### config.mk
export PLATFORM = sky130hd
export DESIGN_NAME = conv_column_feeder
export DESIGN_NICKNAME = d
export VERILOG_FILES = /design/src/rtl/conv_column_feeder_pkg.sv /design/src/rtl/feeder_skid_reg.sv /design/src/rtl/conv_column_feeder.sv
export SDC_FILE = /design/constraint.sdc
export NUM_CORES = 1
export LEC_CHECK = 0
export CORE_ASPECT_RATIO = 1.75
export CORE_MARGIN = 2
export CORE_UTILIZATION = 35
export CTS_BUF_LIST = sky130_fd_sc_hd__clkbuf_16
export DETAILED_ROUTE_END_ITERATION = 8
export PLACE_DENSITY = 0.54
export SLEW_MARGIN = 0
export SYNTH_ARGS = -nofsm -noshare
export SYNTH_HDL_FRONTEND = slang
export SYNTH_SLANG_ARGS = --single-unit
### constraint.sdc
create_clock -name i_CLK -period 2.2 [get_ports i_CLK]
set_input_delay 0.44 -clock i_CLK [delete_from_list [all_inputs] [get_ports i_CLK]]
set_output_delay 0.44 -clock i_CLK [all_outputs]
set_load 0.02 [all_outputs]
### src/rtl/conv_column_feeder_pkg.sv
// conv_column_feeder_pkg: shared defaults, memory map and FSM encoding for the column feeder.
package conv_column_feeder_pkg;
    localparam int BIT_LEN_D   = 8;
    localparam int ADDR_LEN_D  = 10;
    localparam int KERNEL_BASE = 0;
    localparam int IMG_BASE    = 3;
    typedef enum logic [2:0] {IDLE, CLR, KLOAD, ILOAD, FLUSH, DONE} state_t;
endpackage

### src/rtl/feeder_skid_reg.sv
// feeder_skid_reg: one-entry skid holding a BRAM word that returns while issue is stalled.
module feeder_skid_reg #(
    parameter int W = 25
) (
    input  logic         i_CLK,
    input  logic         i_reset,
    input  logic         i_stall,
    input  logic         i_valid,
    input  logic [W-1:0] i_data,
    output logic         o_valid,
    output logic [W-1:0] o_data
);
    logic         full;
    logic [W-1:0] hold_q;

    // Reads stop during a stall, so at most one word ever lands here.
    always_ff @(posedge i_CLK or negedge i_reset) begin
        if (!i_reset) begin
            full   <= 1'b0;
            hold_q <= '0;
        end else begin
            full <= i_stall && (full || i_valid);
            if (i_stall && i_valid && !full) hold_q <= i_data;
        end
    end

    assign o_valid = full || i_valid;
    assign o_data  = full ? hold_q : i_data;
endmodule

### src/rtl/conv_column_feeder.sv
// conv_column_feeder: streams kernel then image columns from a column BRAM into the 3x3 convolver
// and flags the cycles where the convolver holds a complete window.
module conv_column_feeder
    import conv_column_feeder_pkg::*;
#(
    parameter int BIT_LEN  = BIT_LEN_D,
    parameter int M_LEN    = 3,
    parameter int ADDR_LEN = ADDR_LEN_D
) (
    input  logic                   i_CLK,
    input  logic                   i_reset,
    input  logic                   i_start,
    input  logic [ADDR_LEN-1:0]    i_num_cols,
    input  logic                   i_stall,
    output logic [ADDR_LEN-1:0]    o_addr,
    output logic                   o_rd_en,
    input  logic [3*BIT_LEN-1:0]   i_mem_data,
    output logic [BIT_LEN-1:0]     o_dato0,
    output logic [BIT_LEN-1:0]     o_dato1,
    output logic [BIT_LEN-1:0]     o_dato2,
    output logic                   o_selecK_I,
    output logic                   o_valid,
    output logic                   o_conv_clr,
    output logic                   o_res_valid,
    output logic                   o_busy,
    output logic                   o_done,
    output logic                   o_err
);
    localparam int CW = ADDR_LEN + 1;

    state_t              state, state_nx;
    logic [ADDR_LEN-1:0] n_q, rd_idx, last_addr;
    logic                rd_en, flush_go, push, pend, pend_sel, src_valid, start_ok, short_n;
    logic [3*BIT_LEN:0]  src_data;
    logic [CW-1:0]       img_cnt;

    assign start_ok  = i_start && state == IDLE;
    assign short_n   = i_num_cols < ADDR_LEN'(M_LEN);
    assign last_addr = ADDR_LEN'(IMG_BASE - 1) + n_q;
    assign push      = !i_stall && (src_valid || flush_go);
    assign o_rd_en   = rd_en;
    assign o_addr    = rd_idx;

    always_ff @(posedge i_CLK or negedge i_reset) begin
        if (!i_reset) state <= IDLE;
        else          state <= state_nx;
    end

    always_comb begin
        state_nx = state;
        case (state)
            IDLE:    if (i_start) state_nx = short_n ? DONE : CLR;
            CLR:     state_nx = KLOAD;
            KLOAD:   if (rd_en && rd_idx == ADDR_LEN'(IMG_BASE - 1)) state_nx = ILOAD;
            ILOAD:   if (rd_en && rd_idx == last_addr) state_nx = FLUSH;
            FLUSH:   if (flush_go) state_nx = DONE;
            DONE:    state_nx = IDLE;
            default: state_nx = IDLE;
        endcase
    end

    // The flush column waits until every fetched word, including a skidded one, has been issued.
    always_comb begin
        o_busy     = state inside {CLR, KLOAD, ILOAD, FLUSH};
        o_conv_clr = state == CLR;
        rd_en      = (state inside {CLR, KLOAD, ILOAD}) && !i_stall;
        flush_go   = state == FLUSH && !src_valid && !i_stall;
    end

    feeder_skid_reg #(.W(3*BIT_LEN + 1)) u_skid (
        .i_CLK   (i_CLK),
        .i_reset (i_reset),
        .i_stall (i_stall),
        .i_valid (pend),
        .i_data  ({pend_sel, i_mem_data}),
        .o_valid (src_valid),
        .o_data  (src_data)
    );

    always_ff @(posedge i_CLK or negedge i_reset) begin
        if (!i_reset) begin
            n_q         <= '0;
            rd_idx      <= '0;
            pend        <= 1'b0;
            pend_sel    <= 1'b0;
            o_valid     <= 1'b0;
            o_selecK_I  <= 1'b0;
            o_dato0     <= '0;
            o_dato1     <= '0;
            o_dato2     <= '0;
            img_cnt     <= '0;
            o_res_valid <= 1'b0;
            o_done      <= 1'b0;
            o_err       <= 1'b0;
        end else begin
            if (start_ok) begin
                n_q   <= i_num_cols;
                o_err <= short_n;
            end
            rd_idx   <= o_busy ? rd_idx + ADDR_LEN'(rd_en) : ADDR_LEN'(KERNEL_BASE);
            pend     <= rd_en;
            pend_sel <= rd_idx >= ADDR_LEN'(IMG_BASE);
            o_valid  <= push;
            if (push) {o_selecK_I, o_dato2, o_dato1, o_dato0} <= flush_go ? {1'b1, {3*BIT_LEN{1'b0}}} : src_data;
            // Image push j completes the window of columns j-3..j-1 once j reaches the kernel size.
            img_cnt     <= state == CLR ? '0 : img_cnt + CW'(o_valid && o_selecK_I);
            o_res_valid <= o_valid && o_selecK_I && img_cnt >= CW'(M_LEN);
            o_done      <= state == DONE;
        end
    end
endmodule

==> results of run 1 <==
==> power groups by stage <==
stage                     Clock, mW  Combinational, mW  Sequential (mW)
after floorplan                   0              0.935             2.61
after global placement            0               1.81             2.53
after detailed placement          0               1.84             2.53
after CTS                      1.58               1.84             2.51
after global routing           1.66               2.01             2.57
final                          1.55               1.82             2.50
==> final timing paths <==
kind / to / slack [ns] / cells past startpoint
min in group i_CLK: o_dato2[3]$_DFFE_PN0P_ / 0.48 / 2
max in group asynchronous: state[0]$_DFFE_PN0P_ / 1.41 / 2
setup reg to reg: state[0]$_DFFE_PN0P_ / 0.25 / 6
hold / removal: o_dato0[6]$_DFFE_PN0P_ / 0.07 / 1
hold reg to reg: o_dato2[3]$_DFFE_PN0P_ / 0.48 / 2
setup / recovery: o_addr[9] / 0.17 / 2
==> worst max-delay path, cell delays in order (launching register included) <==
cell,delay (ns)
dfrtp_1,0.46
buf_4,0.18
clkdlybuf4s50_1,0.60
==> flip-flops by register name, indices dropped and copies added (netlist names) <==
signal         cells
pend_sel           1
o_dato2            8
n_q               10
u_skid.hold_q     25
o_selecK_I         1
o_res_valid        1
state              3
o_dato0            8
u_skid.full        1
o_dato1            8
o_valid            1
pend               1
o_err              1
o_done             1
img_cnt           11
o_addr            10
==> per-stage QoR <==
step | util [%] | hold WS [ns] | cells
final | 47.1 | 0.0687 | 610
after floorplan | - | 0.144 | 375
after CTS | 47.0 | 0.0882 | 610
after global placement | 44.5 | 0.448 | 594
after detailed placement | 44.5 | 0.453 | 594
after global routing | 47.1 | 0.101 | 610
==> logic make-up after synthesis <==
family	synth area share (%)
AOI/OAI and AO/OA	8.91
DFF	53.7
and+or+nand+nor	13.2
adders and majority gates	1.47
xor gates and xnor gates	5.28
buffers and inverters	2.83
muxes	14.7
==> cell usage in the layout, fill, tap and decap left out, types with 3 or more instances in the layout <==
cell and count:
nand3_1 6, ha_1 4, nor3_1 7, buf_4 20, a31oi_1 4, or3_1 6
nor4_1 5, nand2_1 40, nand3b_1 3, dlygate4sd2_1 3, nor2b_1 4, nand4_1 5
mux2i_1 24, xor2_1 14, inv_1 7, xnor2_1 7, mux2_2 34, dfrtp_1 90
a21oi_1 10, o21ai_1 4, and2_1 5, clkbuf_16 9, o21ai_0 31, nor2_1 14
buf_12 3, clkdlybuf4s50_1 75
==> per-layer routing <==
metal | up-vias | track usage, %
met5 | - | 0
met4 | 0 | 8.54
met3 | 25 | 3.42
met2 | 98 | 30.2
met1 | 1587 | 18.2
li1 | 1510 | -
==> Yosys cell counts, types with 2 or more instances <==
master,n,area share [%]
and2_1,5,0.74
nor2b_1,5,0.74
clkbuf_1,7,0.62
buf_2,8,0.94
ha_1,5,1.5
nor4_1,5,0.74
o21ai_1,4,0.47
a31oi_1,4,0.59
xor2_1,14,2.9
o21ai_0,31,3.7
nand3b_1,3,0.53
dfrtp_1,91,54
a21oi_1,10,1.2
and3_1,2,0.29
nor3_1,8,0.94
nand3_1,6,0.71
buf_6,2,0.53
a41oi_1,2,0.41
mux2i_1,24,5.7
a21o_1,2,0.35
xnor2_1,7,1.4
nand2_1,40,3.5
or2_2,2,0.29
or3_1,6,0.88
nand4_1,5,0.74
mux2_2,34,9.0
inv_1,6,0.53
nor2_1,15,1.3
==> final cells by class <==
type,instances,area share (%)
multi-input cells,259,33.2
well taps,137,3.05
clock inverters,7,1.23
repair buffers,101,17.6
inverters,6,0.401
clock buffers,9,4.01
flip-flops and latches,91,40.6
==> flow_summary.json, run 1 <==
{
  "maxCapViolCount": 0,
  "drt-met1-wl_mm": 3.92,
  "min_path_type": "in -> async",
  "htreeDepth": 3,
  "drive_gt1_share_pct": 17.5,
  "drc_errors": 0,
  "die_area_sq_mm": 0.0131,
  "seqCellArea_sq_mm": 0.00228,
  "status": "complete, no violations",
  "p_sw_share_pct": 33.0,
  "die_y_microns": 150,
  "internal_power_mw": 3.94,
  "synth_edf_count": 0,
  "clk_latency_ns": 0.35,
  "critical_path.startpoint": "o_addr[9]$_DFF_PN0_",
  "path_clk_slew_ns": 0.06,
  "met3WireLength_microns": 478,
  "arrival_ns": 1.59,
  "finClkSkew_ns": 0.00618,
  "async_flop_share_pct": 100,
  "syn_nets": 418,
  "highest_layer": "met4",
  "synth-seq-area-share_pct": 53.7,
  "r2r-start": "n_q[1]$_DFFE_PN0P_",
  "via_per_inst": 5.28,
  "cts-root-buf": "clkbuf_16",
  "fin_crit_sh_pct": 92.1,
  "postRouteAntennaNets": 0,
  "critPathRequiredTime_ns": 1.76,
  "syn_area_sq_mm": 0.00424,
  "vias": 3220,
  "path_max_fanout": 4,
  "n_fill_cell": 1137,
  "period_minus_slack_ns": 2.03,
  "finalMaxSlewViolations": 0,
  "start_kind": "flip-flop",
  "postSynthAreaPerCell_sq_um": 11.3,
  "ys_ff_latch": 91,
  "fmax_ghz": 0.494,
  "wl_mm": 10.3,
  "cts_tree": "built",
  "num-nets-final": 511,
  "drt_iter0_markers": 135,
  "synth_cells": 375,
  "combPwrFrac_pct": 31.0,
  "cts_buffers": 9,
  "clockPowerShare_pct": 26.4,
  "ir_drop_mv": 0.476,
  "dr_wl_met2_mm": 5.51,
  "place_hpwl_mm": 7.28,
  "power_density_mw_per_mm2": 1050,
  "multi_input_area_sq_mm": 0.00186,
  "place.gp.congestion": 0.795,
  "slew_headroom_pct": 65.0,
  "cts.repair.resized": 6,
  "placed_area_sq_mm": 0.00531,
  "pre_cts_ws_ns": -0.0762,
  "netSwitchingPower_mw": 1.94,
  "dr.pass1.iters": 5,
  "fin_tns_setup_ns": 0,
  "rows": 53,
  "grt_max_degree": 39,
  "antenna_found_initial": 0,
  "criticalPathCategory": "reg -> out",
  "power_mw": 5.88,
  "seqPwrFrac_pct": 42.6,
  "initial_core_util_pct": 35.5,
  "grt_pass1_wl_mm": 16.7,
  "worst_pin_slew_ns": 0.526,
  "cts_buffer_depth": 2,
  "ys.flop_type": "dfrtp_1",
  "avgRoutedWirePerCell_microns": 16.9,
  "hold_viol": 0,
  "fp.coreArea_sq_mm": 0.0119,
  "setup_viol": 0,
  "diodes": 0,
  "grt_pass1_vias": 3321,
  "grt_overflow": 0,
  "area_delta_synth_final_pct": 32.4,
  "leakagePower_nw": 2.44,
  "crit_path_end_kind": "output pin",
  "cts_sinks": 91,
  "cts_hold_buffers": 0,
  "design_area_sq_mm": 0.00562,
  "yosys_warnings": 0,
  "ioPinCount": 80,
  "grt.total_usage_pct": 16.8,
  "die-width_microns": 87.2,
  "rsz0062_at_grt": "no",
  "cts_setup_buffers": 0,
  "portBuffers": 79,
  "final.setup.worst_slack_ns": 0.174,
  "synthDistinctLibCells": 50
}
Power figures use the tool's default switching activity.
==> inputs of run 2 (changes only) <==
clock period = 2.5 ns   (was 2.2 ns; I/O delays follow)
==> run 2 against run 1 <==
Net effect:
- clock power about the same
- critical path depth rose by 2
- final area down 0.18%
- die area did not move
- critical path type unchanged
==> flow_summary.json, run 2 (same netlist as run 1, synthesis figures left out) <==
{
  "grt_pass1_vias": 3263,
  "largest_register": "u_skid.hold_q",
  "crit_path_cell_trace": "nor2_4 -> xor2_2 -> inv_1 -> clkdlybuf4s50_1",
  "clk_latency_ns": 0.35,
  "crit_family": "buffers and inverters",
  "grt_pass1_wl_mm": 16.7,
  "portBuffers": 79,
  "dr.pass1.iters": 4,
  "place.gp.congestion": 0.815,
  "power_density_mw_per_mm2": 951,
  "worst_pin_slew_ns": 0.641,
  "largest_reg_flops": 25,
  "setup_viol": 0,
  "path_clk_slew_ns": 0.07,
  "grt.total_usage_pct": 16.7,
  "via_per_inst": 5.22,
  "ioPinCount": 80,
  "layout_common_cells": "91 x dfrtp_1, 77 x clkdlybuf4s50_1, 40 x nand2_1, 34 x mux2_2, 31 x o21ai_0",
  "postRouteAntennaNets": 0,
  "diodes": 0,
  "grt_max_degree": 50,
  "die-width_microns": 87.2,
  "avgRoutedWirePerCell_microns": 16.9,
  "antenna_found_initial": 0,
  "criticalPathCategory": "reg -> out",
  "initial_core_util_pct": 35.5,
  "drc_errors": 0,
  "path_buf_inv": 2,
  "crit_path_end_kind": "output pin",
  "fp.coreArea_sq_mm": 0.0119,
  "vias": 3150,
  "finClkSkew_ns": 0.00807,
  "path_max_fanout": 9,
  "die_area_sq_mm": 0.0131,
  "finalMaxSlewViolations": 0,
  "top_regs": "u_skid.hold_q x25, img_cnt x11",
  "cts_tree": "built",
  "hold_viol": 0,
  "critPathRequiredTime_ns": 2.00,
  "num-nets-final": 505,
  "cts_buffers": 9,
  "place_hpwl_mm": 7.28,
  "status": "complete, no violations",
  "htreeDepth": 3,
  "slew_headroom_pct": 57.3,
  "maxCapViolCount": 0,
  "grt_overflow": 0,
  "min_path_type": "in -> async",
  "arrival_ns": 1.84,
  "cts_sinks": 91,
  "wl_mm": 10.2,
  "fin_crit_sh_pct": 93.4,
  "drt_iter0_markers": 111,
  "cts_hold_buffers": 0,
  "cts-root-buf": "clkbuf_16",
  "ir_drop_mv": 0.530,
  "drive_gt1_share_pct": 16.1,
  "layout_commonest_cell": "dfrtp_1",
  "area_delta_synth_final_pct": 32.1,
  "leakagePower_nw": 2.44,
  "rows": 53,
  "start_kind": "flip-flop",
  "period_minus_slack_ns": 2.34,
  "final_util_pct": 47.0,
  "cp_slowest_cell": "clkdlybuf4s50_1",
  "cts_buffer_depth": 2,
  "max_stage_delay_ns": 0.60,
  "fmax_ghz": 0.428,
  "die_y_microns": 150,
  "fin_tns_setup_ns": 0,
  "rsz0062_at_grt": "no"
}
==> run 2: path summary, 6_finish.rpt <==
check / start / end / slack, ns / cells past startpoint
max in group asynchronous: i_reset / n_q[8]$_DFFE_PN0P_ / 1.71 / 2
min in group i_CLK: o_dato1[1]$_DFFE_PN0P_ / o_dato1[1]$_DFFE_PN0P_ / 0.48 / 2
setup reg to reg: state[1]$_DFFE_PN0P_ / o_addr[9]$_DFF_PN0_ / 0.37 / 9
hold reg to reg: o_dato1[1]$_DFFE_PN0P_ / o_dato1[1]$_DFFE_PN0P_ / 0.48 / 2
setup / recovery: state[1]$_DFFE_PN0P_ / o_busy / 0.16 / 4
hold / removal: i_reset / o_dato1[5]$_DFFE_PN0P_ / 0.17 / 1
==> run 2: timing repair <==
item,in CTS,in global routing
endpoints found under the setup margin,1,2
setup buffers,0,0
resized for setup,1,2
hold endpoints to repair,0,0
==> run 2: worst register-to-register path, delay by kind of cell, from the launching register on <==
family,cells,cell delay (ns)
simple gates,6,1.05
compound gates,1,0.17
buf+inv,1,0.17
flops,1,0.52
fa+ha+maj,1,0.17
==> run 2: power by group <==
part	internal [mW]	switching, mW	total [mW]
Combinational	0.814	0.719	1.53
Sequential	1.84	0.381	2.22
Clock	0.986	0.593	1.58
Total	3.64	1.69	5.33
==> run 2: final cells by class <==
type                            instances  area, sq um
Multi-Input combinational cell        259         1850
Fill cell                            1141         6330
Tap cell                              137          171
Timing Repair Buffer                   95          936
Sequential cell                        91         2280
Clock inverter                          7          121
Inverter                                6         22.5
Clock buffer                            9          225
==> run 2: through the flow <==
step	power [mW]	hold slack [ns]	instances	area (sq um)	setup slack, ns
global placement	3.76	0.464	588	5250	0.0960
detailed placement	3.79	0.469	588	5250	0.0758
floorplan	3.12	0.204	375	4240	0.116
global route	5.65	0.224	604	5610	0.0295
CTS	5.40	0.202	604	5600	0.00691
finish	5.33	0.166	604	5610	0.164
==> run 2: routing by layer <==
layer	vias up	GRT usage, %	wire, microns
met5	-	0	0
met4	0	8.38	299
met3	18	1.93	305
met2	71	30.3	5590
met1	1560	18.9	3990
li1	1501	-	-
==> inputs of run 3 (changes only) <==
CTS_CLUSTER_SIZE = 25   (was default)
DONT_BUFFER_PORTS = 1   (was default)
PLACE_DENSITY = 0.46   (was 0.54)
==> run 3 against run 2 <==
Net effect:
- the run now ends with hold timing left
- global-route usage shrank 0.14 points
- final cell count shrank 14%
- clock power grew 7%
- sequential power grew 7%
- final area shrank 15%
- critical path depth grew 2
- largest power group unchanged
- highest routed layer unchanged
==> flow_summary.json, run 3 (same netlist as run 1, synthesis figures left out) <==
{
  "wl_mm": 10.1,
  "min_path_type": "in -> async",
  "vias": 2853,
  "grt_max_degree": 92,
  "multi_input_area_sq_mm": 0.00185,
  "period_minus_slack_ns": 2.16,
  "critPathRequiredTime_ns": 2.70,
  "ioPinCount": 80,
  "clk_latency_ns": 0.35,
  "top_regs": "u_skid.hold_q x25, img_cnt x11",
  "largest_register": "u_skid.hold_q",
  "postRouteAntennaNets": 0,
  "diodes": 0,
  "ir_drop_mv": 0.432,
  "grt_pass1_wl_mm": 16.3,
  "portBuffers": 0,
  "whs_ns": -0.154,
  "area_delta_synth_final_pct": 12.7,
  "layout_commonest_cell": "dfrtp_1",
  "avgRoutedWirePerCell_microns": 19.4,
  "via_per_inst": 5.49,
  "setup_viol": 0,
  "cts-root-buf": "clkbuf_16",
  "slew_headroom_pct": 30.1,
  "layout_common_cells": "91 x dfrtp_1, 40 x nand2_1, 34 x mux2_2, 31 x o21ai_0, 24 x mux2i_1",
  "grt_overflow": 0,
  "ff2ff_setup_slack_ns": 0.34,
  "crit_path_end_kind": "flip-flop",
  "violations": "hold timing",
  "fmax_ghz": 0.463,
  "cts_sinks": 91,
  "path_clk_slew_ns": 0.07,
  "htreeDepth": 3,
  "fin_tns_setup_ns": 0,
  "die-width_microns": 87.2,
  "path_max_fanout": 7,
  "place.gp.congestion": 0.943,
  "fin_crit_sh_pct": 86.3,
  "cts_buffers": 9,
  "antenna_found_initial": 0,
  "dr.pass1.iters": 6,
  "criticalPathCategory": "reg -> reg",
  "rsz0062_at_grt": "no",
  "arrival_ns": 2.36,
  "leakagePower_nw": 2.10,
  "hold_viol": 91,
  "grt_pass1_vias": 3077,
  "status": "finished, violations left",
  "start_kind": "flip-flop",
  "power_density_mw_per_mm2": 1060,
  "drive_gt1_share_pct": 17.8,
  "cts_buffer_depth": 2,
  "worst_pin_slew_ns": 1.05,
  "pre_cts_ws_ns": 0.344,
  "initial_core_util_pct": 35.5,
  "place_hpwl_mm": 7.10,
  "drc_errors": 0,
  "num-nets-final": 421,
  "fp.coreArea_sq_mm": 0.0119,
  "grt.total_usage_pct": 16.6,
  "n_fill_cell": 1168,
  "rows": 53,
  "final.setup.worst_slack_ns": 0.342,
  "largest_reg_flops": 25,
  "drt_iter0_markers": 132,
  "finClkSkew_ns": 0.0114,
  "finalMaxSlewViolations": 0,
  "maxCapViolCount": 0,
  "cts_tree": "built",
  "die_area_sq_mm": 0.0131,
  "seqCellArea_sq_mm": 0.00228,
  "die_y_microns": 150
}
[run 3: changes by cell type in the layout (fill, tap and decap cells not counted), sizes merged]
cell | before | now
buf | 17 | 11
inv | 9 | 8
bufinv | 3 | 4
dlymetal6s2s | 1 | 0
clkdlybuf4s50 | 77 | 0
[run 3: power by group]
group | leakage, nW | switching, mW | internal (mW)
clock network | 0.181 | 0.605 | 1.09
registers | 1.13 | 0.537 | 1.84
logic | 0.799 | 0.500 | 0.518
total | 2.10 | 1.64 | 3.44
[run 3: timing repair]
item / in CTS / in global routing
gates resized for setup: 0 / 0
setup buffers: 0 / 0
hold endpoints to repair: 91 / 91
[run 3: worst paths after layout]
kind	startpoint	endpoint	cells after the start
hold / removal	i_reset	o_dato0[0]$_DFFE_PN0P_	0
setup reg to reg	n_q[1]$_DFFE_PN0P_	state[0]$_DFFE_PN0P_	6
setup / recovery	n_q[1]$_DFFE_PN0P_	state[0]$_DFFE_PN0P_	6
min in group i_CLK	i_mem_data[10]	u_skid.hold_q[10]$_DFFE_PN0P_	1
hold reg to reg	u_skid.hold_q[24]$_DFFE_PN0P_	u_skid.hold_q[24]$_DFFE_PN0P_	2
max in group asynchronous	i_reset	o_done$_DFF_PN0_	0
[run 3: worst max-delay path, cell delays in order (launching register included)]
cell and delay [ns]:
dfrtp_1 0.45, ha_1 0.36, xor3_1 0.37, nor3_1 0.17
o21ai_1 0.10, a2111oi_2 0.40, o21ai_0 0.17
[run 3: metrics by stage]
stage                     std cells  total power [mW]  hold slack (ns)  util [%]  instance area [sq um]
after global placement          504              3.41            0.208      37.0                   4410
after global routing            520              5.38           -0.175      40.1                   4780
final                           520              5.08           -0.154      40.1                   4780
after CTS                       520              5.16           -0.164      40.1                   4780
after detailed placement        504              3.45            0.208      37.0                   4410
after floorplan                 375              3.12            0.204         -                   4240
[run 3: metal layers]
metal / global-route usage [%] / wire length [microns] / vias to the layer above / share of wire [%]
li1: - / - / 1326 / -
met1: 17.0 / 3500 / 1407 / 35
met2: 28.5 / 5410 / 83 / 54
met3: 4.19 / 532 / 37 / 5.3
met4: 12.0 / 633 / 0 / 6.3
met5: 0 / 0 / - / 0
[run 3: cell type report]
cell class	instances	share of cell area (%)
Clock buffer	9	4.71
Clock inverter	7	3.06
Inverter	6	0.471
Multi-Input combinational cell	259	38.6
Sequential cell	91	47.6
Tap cell	137	3.58
Timing Repair Buffer	11	1.99
